**src/rtl/tank_level_model_sat_counter16.sv**
```systemverilog
// 16-bit up counter that sticks at all-ones instead of wrapping.
module sat_counter16 (
  input  logic        clk,
  input  logic        rst,
  input  logic        en,
  output logic [15:0] count
);

  always_ff @(posedge clk or posedge rst) begin
    if (rst) begin
      count <= '0;
    end else if (en && (count != 16'hFFFF)) begin
      count <= count + 16'd1;
    end
  end

endmodule

```
**config.mk**
```make
export PLATFORM = sky130hd
export DESIGN_NAME = sat_counter16
export DESIGN_NICKNAME = d
export VERILOG_FILES = /design/src/rtl/tank_level_model_sat_counter16.sv
export SDC_FILE = /design/constraint.sdc
export NUM_CORES = 1
export LEC_CHECK = 0
export CAP_MARGIN = 20
export CORE_MARGIN = 3
export CORE_UTILIZATION = 51
export CTS_CLUSTER_SIZE = 16
export DETAILED_ROUTE_END_ITERATION = 8
export PLACE_DENSITY = 0.9
export SLEW_MARGIN = 20
export SYNTH_ARGS = -nofsm -noshare
export SYNTH_HDL_FRONTEND = slang
export SYNTH_SLANG_ARGS = --single-unit
export TNS_END_PERCENT = 1
```
**constraint.sdc**
```tcl
create_clock -name clk -period 2.6 [get_ports clk]
set_clock_uncertainty 0.1 [all_clocks]
set_input_delay 0.26 -clock clk [delete_from_list [all_inputs] [get_ports clk]]
set_output_delay 0.26 -clock clk [all_outputs]
set_load 0.03 [all_outputs]
```
==> flow_summary.yaml <==
synthesis:
  synth-edff-count: 0
  async_flop_share_pct: 100
  synth.yosys.seq_area_share_pct: 49.7
  ys.warnings.count: 0
  synth-main-ff-cell: "dfrtp_1"
  synth.avg_cell_area_um2: 11.3
  ys_ff_latch: 16
  synth_fp_nets: 75
  synth_cell_types: 22
  synthCells: 71
  syn_area_um2: 806
route:
  drt_wl_total_um: 1550
  firstDrtPassIters: 4
  drtIter0Drc: 16
  vias: 607
  ant_nets: 0
  viasPerCell: 5.62
  wl_per_cell_um: 14.3
  drc_errors: 0
placed_design:
  io_buffers: 18
  dp_hpwl_um: 1160
  gp_congestion: 0.787
timing:
  min_period_ns: 1.82
  tns_ns: 0
  rsz0062_at_grt: "false"
  worst_slew_pin_slew_ns: 0.578
  hold_viol: 0
  setup_viol: 0
  report.final.slew_viol_count: 0
  fmax_mhz: 548
  min_period_over_period_pct: 70.1
  slew-limit-headroom_pct: 61.4
power_and_ir_drop:
  seq_power_share_pct: 43.1
  intPower_w: 0.000544
  switching_power_w: 0.000356
  pwr-share-comb_pct: 39.0
  power_density_nw_per_um2: 865
  switching_share_pct: 39.6
  ir_worst_vdd_mv: 0.817
  fin_total_pwr_w: 0.000900
  pwr-share-clk_pct: 17.9
  p_leak_nw: 0.459
cells_and_area:
  largest_reg_flops: 16
  area_growth_pct: 29.2
  n_antenna_cell: 0
  drive_gt1_share_pct: 12.9
  reg_top3: "count: 16 flops"
  top_register: "count"
  nets: 98
global_route:
  grt-ovfl-total: 0
  grt_pass1_vias: 612
  antenna_found_initial: 0
  grt_max_degree: 17
  grt_use_total_pct: 18.0
  grt_pass1_wl_um: 2690
critical_path:
  cp_slowest_cell: "clkdlybuf4s50_1"
  required_ns: 2.24
  critical_path_arrival_ns: 1.46
  critical_path.max_stage_delay_ns: 0.73
  worstPathCellList: "clkdlybuf4s50_1"
  crit_family: "buffers and inverters"
  path_class: "reg2out"
  cp_max_fo: 6
  start_kind: "flop"
  end_kind: "primary output"
  crit_buf_inv: 1
floorplan:
  std_cell_rows: 13
  start_util_pct: 58.3
  coreArea_um2: 1380
  die_area_um2: 2090
  dieWidth_um: 45.8
  die_h_um: 45.8
  boundaryPins: 19
clock_network:
  h-tree-depth: 1
  cts_resized: 0
  post_cts_buffers: 0
  numCtsBuffers: 3
  ctsHoldBuffers: 0
  clockBufferDepth: 2
  cts_num_sinks: 16
  cts-root-buf: "clkbuf_4"
  tritoncts: "done"
  clk_latency_ns: 0.28
  cts.clk_slew.worst_paths_ns: 0.10
outcome:
  status: "completed"
worst_hold_path:
  min_path_type: "in2async"
flow_run:
  drv_cap: 0
[per-stage QoR]
| step | hold WS, ns | instance area [um2] | util [%] | worst slack, ns | std cells |
|---|---|---|---|---|---|
| 3_3_place_gp | 0.406 | 1000 | 72.7 | 0.708 | 104 |
| 5_1_grt | 0.285 | 1040 | 75.3 | 0.714 | 108 |
| 4_1_cts | 0.252 | 1040 | 75.3 | 0.762 | 108 |
| 6_report | 0.225 | 1040 | 75.3 | 0.776 | 108 |
| 3_5_place_dp | 0.405 | 1000 | 72.7 | 0.644 | 104 |
| 2_1_floorplan | 0.0737 | 806 | - | 0.781 | 71 |
[logic make-up (layout without fill, tap and decap cells)]
kind of cell / after synthesis / in the layout / share of synthesized area [%]
adders and majority gates: 1 / 1 / 1.55
buffers and inverters: 1 / 23 / 0.465
muxes: 3 / 3 / 4.04
and+or+nand+nor: 36 / 36 / 30.1
DFF: 16 / 16 / 49.7
AOI/OAI and AO/OA: 3 / 3 / 2.17
xor gates and xnor gates: 11 / 11 / 12.0
[cells in the mapped netlist, types with 2 or more instances]
library cell | number | area [um2]
nor2_1 | 3 | 11.3
nand4_1 | 5 | 31.3
nand3_1 | 7 | 35.0
dfrtp_1 | 16 | 400
and3_1 | 4 | 25.0
xnor2_1 | 11 | 96.3
nand2_1 | 6 | 22.5
mux2_2 | 2 | 22.5
a21oi_1 | 2 | 10.0
and4_1 | 3 | 26.3
[routing by layer]
metal / global-route usage, % / wire (um) / vias to the layer above / share of wire, %
met3: 3.56 / 79 / 2 / 5.1
li1: - / - / 299 / -
met1: 23.7 / 730 / 289 / 47
met4: 6.82 / 13 / 0 / 0.84
met5: 0 / 0 / - / 0
met2: 29.0 / 722 / 17 / 47
[area by class of cell]
class	instances	area [um2]
multi-input cells	54	402
flip-flops and latches	16	400
fillers	104	342
repair buffers	18	180
clock buffers	4	36.3
well taps	15	18.8
inverters	1	3.75
[path summary, 6_finish.rpt]
kind                           start  depth (start not counted)         to  slack [ns]
max in group asynchronous        rst                          2   count[9]        1.79
max reg2reg                 count[0]                          5   count[1]        0.84
min reg2reg                count[15]                          1  count[15]        0.42
min in group clk           count[15]                          1  count[15]        0.42
min                              rst                          2  count[15]        0.23
max                         count[5]                          1   count[5]        0.78
[power by group through the flow]
stage | logic, W | clock network, W | registers (W)
after detailed placement | 0.000350 | 0 | 0.000392
after CTS | 0.000355 | 0.000166 | 0.000388
after global routing | 0.000381 | 0.000178 | 0.000399
after global placement | 0.000343 | 0 | 0.000390
final | 0.000351 | 0.000161 | 0.000388
after floorplan | 0.000109 | 0 | 0.000484
[cell usage in the layout, fill, tap and decap left out, drive strengths merged]
cell type,n
nor4,1
and2,1
a21oi,2
dfrtp,16
o21a,1
xnor2,11
ha,1
inv,1
nand3,7
nand4,7
mux2,2
and4,4
clkbuf,4
nand2,7
nand2b,1
mux2i,1
clkdlybuf4s50,18
nor2,3
and3,5
No activity file was read; power rests on OpenSTA's default activity.
